## config.mk

```make
export PLATFORM = sky130hd
export DESIGN_NAME = mem_port_arbiter_flat
export DESIGN_NICKNAME = d
export VERILOG_FILES = /design/src/rtl/mem_arb_pkg.sv /design/src/rtl/mem_port_arbiter_if.sv /design/src/rtl/mem_port_arbiter.sv /design/src/flat_wrapper.sv
export SDC_FILE = /design/constraint.sdc
export NUM_CORES = 1
export LEC_CHECK = 0
export ABC_AREA = 0
export CAP_MARGIN = 20
export CORE_MARGIN = 2
export CORE_UTILIZATION = 33
export DETAILED_ROUTE_END_ITERATION = 10
export PLACE_DENSITY = 0.87
export SYNTH_ARGS = -nofsm -noshare
export SYNTH_HDL_FRONTEND = slang
export SYNTH_SLANG_ARGS = --single-unit
export TNS_END_PERCENT = 50
```

## constraint.sdc

```tcl
create_clock -name CLK -period 5.6 [get_ports CLK]
set_input_delay 1.4 -clock CLK [delete_from_list [all_inputs] [get_ports CLK]]
set_output_delay 1.4 -clock CLK [all_outputs]
set_load 0.01 [all_outputs]
```

## src/rtl/mem_arb_pkg.sv

```systemverilog
// Shared definitions for the two-requester memory port arbiter:
// ownership state encoding and default geometry/burst constants.
package mem_arb_pkg;

  localparam int DEF_AW        = 5;   // 32-word memory
  localparam int DEF_DW        = 16;  // 16-bit data words
  localparam int DEF_MAX_BURST = 8;   // accesses per ownership while the other side waits

  // Who currently owns the memory port.
  typedef enum logic [1:0] {
    IDLE = 2'd0,
    OWN0 = 2'd1,
    OWN1 = 2'd2
  } arb_state_e;

  // Width needed to count 0..max_burst inclusive.
  function automatic int bcnt_width(input int max_burst);
    return (max_burst < 1) ? 1 : $clog2(max_burst + 1);
  endfunction

endpackage

```

## src/rtl/mem_port_arbiter_if.sv

```systemverilog
// Bundle of requester handshakes and memory-port signals around the arbiter.
// The slave modport is the arbiter's view; the master modport is the view of
// the surrounding requesters plus the memory.
interface mem_port_arbiter_if
  import mem_arb_pkg::*;
#(
  parameter int AW = DEF_AW,
  parameter int DW = DEF_DW
);

  // Requester 0
  logic          R0_REQ;
  logic          R0_LOCK;
  logic          R0_WEN;
  logic [AW-1:0] R0_ADDR;
  logic [DW-1:0] R0_DIN;
  logic          R0_GNT;
  logic          R0_RVALID;
  logic [DW-1:0] R0_RDATA;

  // Requester 1
  logic          R1_REQ;
  logic          R1_LOCK;
  logic          R1_WEN;
  logic [AW-1:0] R1_ADDR;
  logic [DW-1:0] R1_DIN;
  logic          R1_GNT;
  logic          R1_RVALID;
  logic [DW-1:0] R1_RDATA;

  // Memory port
  logic [AW-1:0] M_ADDR;
  logic [DW-1:0] M_DIN;
  logic          M_WEN;
  logic [DW-1:0] M_DOUT;

  modport slave (
    input  R0_REQ, R0_LOCK, R0_WEN, R0_ADDR, R0_DIN,
    input  R1_REQ, R1_LOCK, R1_WEN, R1_ADDR, R1_DIN,
    input  M_DOUT,
    output R0_GNT, R0_RVALID, R0_RDATA,
    output R1_GNT, R1_RVALID, R1_RDATA,
    output M_ADDR, M_DIN, M_WEN
  );

  modport master (
    output R0_REQ, R0_LOCK, R0_WEN, R0_ADDR, R0_DIN,
    output R1_REQ, R1_LOCK, R1_WEN, R1_ADDR, R1_DIN,
    output M_DOUT,
    input  R0_GNT, R0_RVALID, R0_RDATA,
    input  R1_GNT, R1_RVALID, R1_RDATA,
    input  M_ADDR, M_DIN, M_WEN
  );

endinterface

```

## src/rtl/mem_port_arbiter.sv

```systemverilog
// Two-requester arbiter for one port of a dual-port memory.
// Ownership is granted round-robin from IDLE with one cycle of arbitration
// latency, then held while the owner keeps requesting, until MAX_BURST
// accesses have been made with the other side waiting, or indefinitely while
// the owner asserts LOCK. Grants and the memory-port mux are combinational
// from the owner's request; read-valid is a one-cycle delayed flag that lines
// up with the memory's registered read data.
module mem_port_arbiter
  import mem_arb_pkg::*;
#(
  parameter int AW        = DEF_AW,
  parameter int DW        = DEF_DW,
  parameter int MAX_BURST = DEF_MAX_BURST
) (
  input  logic              CLK,
  input  logic              RESET,
  mem_port_arbiter_if.slave bus
);

  localparam int            BW       = bcnt_width(MAX_BURST);
  localparam logic [BW-1:0] BCNT_MAX = BW'(MAX_BURST);
  localparam logic [BW-1:0] BCNT_ONE = BW'(1);

  arb_state_e    state_r;
  arb_state_e    state_nxt_s;
  logic          last_r;        // last owner; 1 after reset so R0 wins the first tie
  logic          last_nxt_s;
  logic [BW-1:0] bcnt_r;
  logic [BW-1:0] bcnt_inc_s;
  logic [BW-1:0] bcnt_nxt_s;
  logic          rd_pend0_r;
  logic          rd_pend1_r;

  logic          own_req_s;
  logic          own_lock_s;
  logic          other_req_s;
  logic          leave_s;

  logic          gnt0_s;
  logic          gnt1_s;
  logic          wen_s;
  logic          rd_acc0_s;
  logic          rd_acc1_s;
  logic [AW-1:0] addr_mux_s;
  logic [DW-1:0] din_mux_s;

  // Pick the owner's view of the request lines and decide whether this
  // cycle ends its ownership. The count includes this cycle's access so the
  // access that reaches MAX_BURST is the last one granted.
  always_comb begin
    own_req_s   = 1'b0;
    own_lock_s  = 1'b0;
    other_req_s = 1'b0;
    case (state_r)
      OWN0: begin
        own_req_s   = bus.R0_REQ;
        own_lock_s  = bus.R0_LOCK;
        other_req_s = bus.R1_REQ;
      end
      OWN1: begin
        own_req_s   = bus.R1_REQ;
        own_lock_s  = bus.R1_LOCK;
        other_req_s = bus.R0_REQ;
      end
      default: begin
        own_req_s   = 1'b0;
        own_lock_s  = 1'b0;
        other_req_s = 1'b0;
      end
    endcase

    if (own_req_s && (bcnt_r != BCNT_MAX)) begin
      bcnt_inc_s = bcnt_r + BCNT_ONE;
    end else begin
      bcnt_inc_s = bcnt_r;
    end

    leave_s = !own_lock_s &&
              (!own_req_s || ((bcnt_inc_s == BCNT_MAX) && other_req_s));
  end

  // Next ownership state, round-robin pointer and burst count.
  always_comb begin
    state_nxt_s = state_r;
    last_nxt_s  = last_r;
    case (state_r)
      IDLE: begin
        if (bus.R0_REQ && bus.R1_REQ) begin
          state_nxt_s = last_r ? OWN0 : OWN1;
        end else if (bus.R0_REQ) begin
          state_nxt_s = OWN0;
        end else if (bus.R1_REQ) begin
          state_nxt_s = OWN1;
        end else begin
          state_nxt_s = IDLE;
        end
      end
      OWN0: begin
        if (leave_s) begin
          last_nxt_s  = 1'b0;
          state_nxt_s = bus.R1_REQ ? OWN1 : IDLE;
        end else begin
          state_nxt_s = OWN0;
        end
      end
      OWN1: begin
        if (leave_s) begin
          last_nxt_s  = 1'b1;
          state_nxt_s = bus.R0_REQ ? OWN0 : IDLE;
        end else begin
          state_nxt_s = OWN1;
        end
      end
      default: begin
        state_nxt_s = IDLE;
      end
    endcase

    if (state_nxt_s != state_r) begin
      bcnt_nxt_s = '0;
    end else begin
      bcnt_nxt_s = bcnt_inc_s;
    end
  end

  // Grants and memory-port mux; everything is zero outside ownership, which
  // also covers the reset case because reset forces IDLE immediately.
  always_comb begin
    gnt0_s     = 1'b0;
    gnt1_s     = 1'b0;
    wen_s      = 1'b0;
    rd_acc0_s  = 1'b0;
    rd_acc1_s  = 1'b0;
    addr_mux_s = '0;
    din_mux_s  = '0;
    case (state_r)
      OWN0: begin
        gnt0_s     = bus.R0_REQ;
        wen_s      = bus.R0_REQ & bus.R0_WEN;
        rd_acc0_s  = bus.R0_REQ & ~bus.R0_WEN;
        addr_mux_s = bus.R0_ADDR;
        din_mux_s  = bus.R0_DIN;
      end
      OWN1: begin
        gnt1_s     = bus.R1_REQ;
        wen_s      = bus.R1_REQ & bus.R1_WEN;
        rd_acc1_s  = bus.R1_REQ & ~bus.R1_WEN;
        addr_mux_s = bus.R1_ADDR;
        din_mux_s  = bus.R1_DIN;
      end
      default: begin
        gnt0_s     = 1'b0;
        gnt1_s     = 1'b0;
        wen_s      = 1'b0;
        rd_acc0_s  = 1'b0;
        rd_acc1_s  = 1'b0;
        addr_mux_s = '0;
        din_mux_s  = '0;
      end
    endcase
  end

  // Drive the interface outputs; read data is passed straight through and
  // qualified only by the read-valid flags.
  always_comb begin
    bus.R0_GNT    = gnt0_s;
    bus.R1_GNT    = gnt1_s;
    bus.M_WEN     = wen_s;
    bus.M_ADDR    = addr_mux_s;
    bus.M_DIN     = din_mux_s;
    bus.R0_RVALID = rd_pend0_r;
    bus.R1_RVALID = rd_pend1_r;
    bus.R0_RDATA  = bus.M_DOUT;
    bus.R1_RDATA  = bus.M_DOUT;
  end

  // Ownership state, round-robin pointer and burst counter registers.
  always_ff @(posedge CLK or posedge RESET) begin
    if (RESET) begin
      state_r <= IDLE;
      last_r  <= 1'b1;
      bcnt_r  <= '0;
    end else begin
      state_r <= state_nxt_s;
      last_r  <= last_nxt_s;
      bcnt_r  <= bcnt_nxt_s;
    end
  end

  // Pending-read flags: one cycle after an accepted read the memory output
  // holds that read's data.
  always_ff @(posedge CLK or posedge RESET) begin
    if (RESET) begin
      rd_pend0_r <= 1'b0;
      rd_pend1_r <= 1'b0;
    end else begin
      rd_pend0_r <= rd_acc0_s;
      rd_pend1_r <= rd_acc1_s;
    end
  end

endmodule

```

## src/flat_wrapper.sv

```systemverilog
// flat-port wrapper written by rule: the top's interface ports become plain ports
module mem_port_arbiter_flat import mem_arb_pkg::*;
#(
  parameter int AW        = DEF_AW,
  parameter int DW        = DEF_DW,
  parameter int MAX_BURST = DEF_MAX_BURST
)
  (CLK, RESET, bus_R0_REQ, bus_R0_LOCK, bus_R0_WEN, bus_R0_ADDR, bus_R0_DIN, bus_R1_REQ, bus_R1_LOCK, bus_R1_WEN, bus_R1_ADDR, bus_R1_DIN, bus_M_DOUT, bus_R0_GNT, bus_R0_RVALID, bus_R0_RDATA, bus_R1_GNT, bus_R1_RVALID, bus_R1_RDATA, bus_M_ADDR, bus_M_DIN, bus_M_WEN);
  mem_port_arbiter_if #(.AW(AW), .DW(DW)) bus_i ();
  input  logic CLK;
  input  logic RESET;
  input wire logic [$bits(bus_i.R0_REQ)-1:0] bus_R0_REQ;
  input wire logic [$bits(bus_i.R0_LOCK)-1:0] bus_R0_LOCK;
  input wire logic [$bits(bus_i.R0_WEN)-1:0] bus_R0_WEN;
  input wire logic [$bits(bus_i.R0_ADDR)-1:0] bus_R0_ADDR;
  input wire logic [$bits(bus_i.R0_DIN)-1:0] bus_R0_DIN;
  input wire logic [$bits(bus_i.R1_REQ)-1:0] bus_R1_REQ;
  input wire logic [$bits(bus_i.R1_LOCK)-1:0] bus_R1_LOCK;
  input wire logic [$bits(bus_i.R1_WEN)-1:0] bus_R1_WEN;
  input wire logic [$bits(bus_i.R1_ADDR)-1:0] bus_R1_ADDR;
  input wire logic [$bits(bus_i.R1_DIN)-1:0] bus_R1_DIN;
  input wire logic [$bits(bus_i.M_DOUT)-1:0] bus_M_DOUT;
  output wire logic [$bits(bus_i.R0_GNT)-1:0] bus_R0_GNT;
  output wire logic [$bits(bus_i.R0_RVALID)-1:0] bus_R0_RVALID;
  output wire logic [$bits(bus_i.R0_RDATA)-1:0] bus_R0_RDATA;
  output wire logic [$bits(bus_i.R1_GNT)-1:0] bus_R1_GNT;
  output wire logic [$bits(bus_i.R1_RVALID)-1:0] bus_R1_RVALID;
  output wire logic [$bits(bus_i.R1_RDATA)-1:0] bus_R1_RDATA;
  output wire logic [$bits(bus_i.M_ADDR)-1:0] bus_M_ADDR;
  output wire logic [$bits(bus_i.M_DIN)-1:0] bus_M_DIN;
  output wire logic [$bits(bus_i.M_WEN)-1:0] bus_M_WEN;
  assign bus_i.R0_REQ = bus_R0_REQ;
  assign bus_i.R0_LOCK = bus_R0_LOCK;
  assign bus_i.R0_WEN = bus_R0_WEN;
  assign bus_i.R0_ADDR = bus_R0_ADDR;
  assign bus_i.R0_DIN = bus_R0_DIN;
  assign bus_i.R1_REQ = bus_R1_REQ;
  assign bus_i.R1_LOCK = bus_R1_LOCK;
  assign bus_i.R1_WEN = bus_R1_WEN;
  assign bus_i.R1_ADDR = bus_R1_ADDR;
  assign bus_i.R1_DIN = bus_R1_DIN;
  assign bus_i.M_DOUT = bus_M_DOUT;
  assign bus_R0_GNT = bus_i.R0_GNT;
  assign bus_R0_RVALID = bus_i.R0_RVALID;
  assign bus_R0_RDATA = bus_i.R0_RDATA;
  assign bus_R1_GNT = bus_i.R1_GNT;
  assign bus_R1_RVALID = bus_i.R1_RVALID;
  assign bus_R1_RDATA = bus_i.R1_RDATA;
  assign bus_M_ADDR = bus_i.M_ADDR;
  assign bus_M_DIN = bus_i.M_DIN;
  assign bus_M_WEN = bus_i.M_WEN;
  mem_port_arbiter #(.AW(AW), .DW(DW), .MAX_BURST(MAX_BURST)) u_core (.CLK(CLK), .RESET(RESET), .bus(bus_i));
endmodule
```

Yosys cells after proc, flatten, opt, wreduce, memory -nomap -nowiden
Index checks and enable logic that the tools add are counted.
- output and inout bits: 58
- register bits after elaboration: 9
- word-level logic and storage cells: 52
- input port bits: 66
- mux-type cells: 23
- bitwise gates (word level): 6
- reduce and logical (&&, ||, !) cells: 10
- add/subtract/negate cells: 1
- equal/unequal tests: 7
- operators with widths (operator ; number):
    16-bit case mux with 2 select lines ; 1
    2-bit two-way mux ; 6
    1-bit case mux with 2 select lines ; 5
    5-bit case mux with 2 select lines ; 1
    4-bit two-way mux ; 2
    1-bit two-way mux ; 7
    2-bit case mux with 3 select lines ; 1
    4-bit by 1-bit adder with 4-bit output, second input constant ; 1
    1-bit AND ; 4
    4-bit == test, second input constant ; 1
    1-bit logical AND ; 4
    2-bit by 1-bit inequality test with 1-bit output, second input constant ; 2
    4-bit inequality test, second input constant ; 1
    3-bit AND reduction ; 1
    2-bit by 1-bit == test with 1-bit output, second input constant ; 1
    2-bit == test, second input constant ; 1
    1-bit logical NOT ; 2
    2-bit logical NOT ; 1
    2-bit inequality test ; 1
    1-bit NOT ; 2
    2-bit nonzero test ; 1
    1-bit logical OR ; 1

Depth between registers and ports, before layout
- depth in word-level cells: 12
- gate-level depth with buffers: 10
- mapped depth without buffers: 9

Least setup slack after synthesis
No wires, ideal clock.
- kind: input -> output
- from: input port bus_R1_REQ
- to: output port bus_M_WEN
- data required time: 4.200 ns
- arrival: 1.847 ns
- path slack: 2.353 ns
- cell stages on the path: 4
- path buffers: 0
- path through: nand2_1 > inv_1 > a22oi_1 > nor2b_1
- cells in the longest elaborated chain, start to end: 2
- ends and longest elaborated chain (what ; RTL line ; text):
    start, declared ; flat_wrapper.sv:17 ; input wire logic [$bits(bus_i.R1_REQ)-1:0] bus_R1_REQ;
    1-bit AND ; mem_port_arbiter.sv:146 ; wen_s = bus.R1_REQ & bus.R1_WEN;
    1-bit case mux with 2 select lines ; mem_port_arbiter.sv:136 ; case (state_r)
    end, declared ; flat_wrapper.sv:31 ; output wire logic [$bits(bus_i.M_WEN)-1:0] bus_M_WEN;
Every way passes these cells.

Worst setup path in the final report
Same ends and word-level chain as after synthesis.

==> results.md <==
* Post-CTS repair timing setup buffer count at 0
* Antenna cell count at 0
* Cell internal pwr at 0.0003907 W
* DIE WIDTH at 66.59 um
* Yosys reg bits at 9
* Power per Cell Area at 367.6 nW/um2
* Status: finished clean
* FILL cells at 358
* Hold violation total from the final report at 0
* Num CTS Buffers at 3
* Signal arrival time at the worst endpoint at 2.94 ns
* Vert. Die Dim at 66.59 um
* Maximum level of the CTS H-tree at 1
* Max Clock Skew at 0.0004437 ns
* Relative slew slack at 33.50%
* Slew at the pin with the worst max-slew slack at 0.9975 ns
* Static Leakage at 0.7276 nW
* Initial core utilization at 34.78%
* Reported max-cap violation count at 0
* Layout net count at 278
* Rows at 22
* ANT nets after route at 0
* Final Max Tran Viols at 0
* Switching Fraction at 43.05%
* Port buffer count at 75
* Critical path origin: bus_R1_REQ
* Count of routing violations after the opening detailed-route iteration at 74
* Longest Clk Path Bufs at 2
* Final HPWL from detailed placement at 2732 um
* Pin count of the biggest net entering global routing at 30
* Setup Viol. Count Final at 0
* Switching pwr at 0.0002954 W
* Post-synth ARST share at 100.0%
* Critical Path, Cell by Cell: clkdlybuf4s50_1 > nand2_1 > inv_1 > a22oi_1 > nor2b_1 > clkdlybuf4s50_1
* Required time at the worst-slack endpoint at 4.20 ns
* Clock latency on the worst-skew pair at 0.24 ns
* Critical setup path kind: in2out
* Startpoint of the most critical hold path: u_core.last_r
* Worst Hold Class: reg2reg
* Minimum clock period after layout at 4.337 ns
* Last weighted congestion value of the routability-driven placer at 0.7775
* Total track usage at 15.27%
* Layout cells sized above 1 at 4.390%
* Clock tree from TritonCTS: built
* Area used by multi-input combinational logic at 745.7 um2
* Instance count of the mapped netlist at 167
* DRC violations left at 0
* CTS clock-pin slew for the worst setup and hold paths at 0.05 ns
* Startpoint of the most critical register-to-register path: u_core.state_r[1]
* Area of placed instances at 1821 um2
* Largest incremental delay on the critical path at 0.54 ns
* Worst vdd rail ir drop at 0.1724 mV
* Count of hold-fix buffers inserted at cts at 0
* Number of antenna violations at the first check in global routing at 0
* Mean instance size in the synthesized netlist at 7.739 um2
* Ports at 124
* Vias per std cell at 5.043
* Combinational cell fraction of total power at 73.8%
* EDFF count, synth at 0
* Clk Tree Root Cell: clkbuf_8
* Count of distinct cell types in the synthesized netlist at 41
* RSZ-0062 raised after global routing: false
* Die Area at 4434 um2
* Area of the mapped netlist at 1292 um2
* GR Overflow Total at 0
* Storage cell area at 226.5 um2
* Share of total power in sequential cells at 14.8%
* First-pass DRT Iterations at 5
* Total negative slack for setup checks at 0 ns
* Final std cell area, no fill at 1867 um2
* Startpoint kind of the worst setup timing path: input pin
* Share of the cycle needed by the critical path after routing at 77.45%
* Detail-routed net length per standard cell at 14.08 um
* Master of the slowest instance on the critical path: clkdlybuf4s50_1
* Vias in the first global route at 1161
* Maximum fanout along the worst path at 4
* Clock power frac at 11.4%
* Synth warnings at 0
* Highest attainable clock frequency at 0.2306 GHz
* Cell seen most often among critical-path stages: clkdlybuf4s50_1
* WL final at 3563 um
* Share of the yosys chip area belonging to registers at 17.52%
* # resized after CTS at 0
* Critical path capture point type: output pin
* Area inside the core boundary at 3716 um2
* First-pass GRT wire length at 5223 um
* Flip-flop cell with the highest count after synthesis: dfrtp_1
* Post-synthesis to final-layout area growth at 44.43%
* Net Count, Synth at 239
* Total number of clock tree sinks at 9
* Routed vias at 1276
flip-flops by register name, summed over array words and instances (netlist names):
| signal | flops |
|---|---|
| u_core.bcnt_r | 4 |
| u_core.state_r | 2 |
| u_core.bus.R0_RVALID | 1 |
| u_core.bus.R1_RVALID | 1 |
| u_core.last_r | 1 |
final cells by class:
cell class              instances  area share, %
clock buffers                   3          2.212
flip-flops and latches          9          12.13
inverters                      10          2.011
well taps                      48          3.217
repair buffers                 75          40.21
multi-input cells             107          39.95
clock inverters                 1         0.2681
cells in the mapped netlist (2+ instances only):
cell      number  area, um2
inv_1          9      33.78
mux2i_1        3      30.03
nor2_1         3      11.26
nand2_1        9      33.78
nor4_1         4      25.02
nor2b_1       23      143.9
nand3_1        2      10.01
a21oi_1        4      20.02
nand3b_1       2      15.01
dfrtp_1        8      200.2
a21boi_0       2      15.01
a31oi_1        4      25.02
a22o_1         3      26.28
a22oi_1       22      165.2
ha_1           6      75.07
buf_4         32      240.2
clkbuf_1       6      22.52
nor3_1         2      10.01
worst paths after layout:
check,to,slack (ns),depth (start not counted)
max reg2reg,u_core.bcnt_r[1],2.63,9
max,bus_M_WEN,1.26,6
min reg2reg,u_core.last_r,0.54,2
max in group asynchronous,u_core.last_r,3.86,2
min,u_core.last_r,0.54,2
min in group asynchronous,u_core.bus.R0_RVALID,1.43,2
power by group through the flow:
stage / Sequential [W] / Combinational (W) / Clock [W]
after floorplan: 0.0000984 / 0.000347 / 0
after global routing: 0.000105 / 0.000553 / 0.0000832
after global placement: 0.000101 / 0.000501 / 0
final: 0.000102 / 0.000506 / 0.0000784
after CTS: 0.000101 / 0.000510 / 0.0000814
after detailed placement: 0.000102 / 0.000509 / 0
critical path: cells and delay by family:
kind / cells / cell delay (ns)
buf+inv: 3 / 1.23
simple gates: 2 / 0.23
compound gates: 1 / 0.08
placed cells by master, fill, tap and decap left out, types with 2 or more instances in the layout:
cell             netlist  routed
inv_1                  9       9
a31oi_1                4       4
a22oi_1               22      22
nor4_1                 4       4
ha_1                   6       6
nor3_1                 2       2
a21oi_1                4       4
nand2_1                9       9
mux2i_1                3       3
nor2b_1               23      23
nand3b_1               2       2
dfrtp_1                8       8
nor2_1                 3       3
clkbuf_8               0       3
a21boi_0               2       2
a22o_1                 3       3
nand3_1                2       2
clkdlybuf4s50_1        0      75
per-stage QoR:
stage	setup slack, ns	power (W)	utilization, %	hold slack [ns]	instances
2_1_floorplan	2.353	0.0004450	-	0.5041	167
3_3_place_gp	1.305	0.0006020	48.99	0.5204	249
3_5_place_dp	1.274	0.0006106	48.99	0.5355	249
4_1_cts	1.278	0.0006922	50.24	0.5402	253
5_1_grt	1.187	0.0007410	50.24	0.5928	253
6_report	1.263	0.0006861	50.24	0.5423	253
metal layers:
metal / vias to the layer above / track usage [%] / routed length [um]
met3: 4 / 5.068 / 415
li1: 636 / - / -
met1: 580 / 17.37 / 1372
met5: - / 0 / 0
met4: 0 / 4.337 / 28
met2: 56 / 27.00 / 1747
cells by family after synthesis:
kind of cell	Yosys count	share of synthesized area [%]
buf+inv	51	24.78
fa+ha+maj	6	5.808
compound gates	45	25.46
xor+xnor	2	1.356
simple gates	50	21.88
mux	4	3.195
flops	9	17.52
Note: power is estimated with default switching activity, not from simulation.
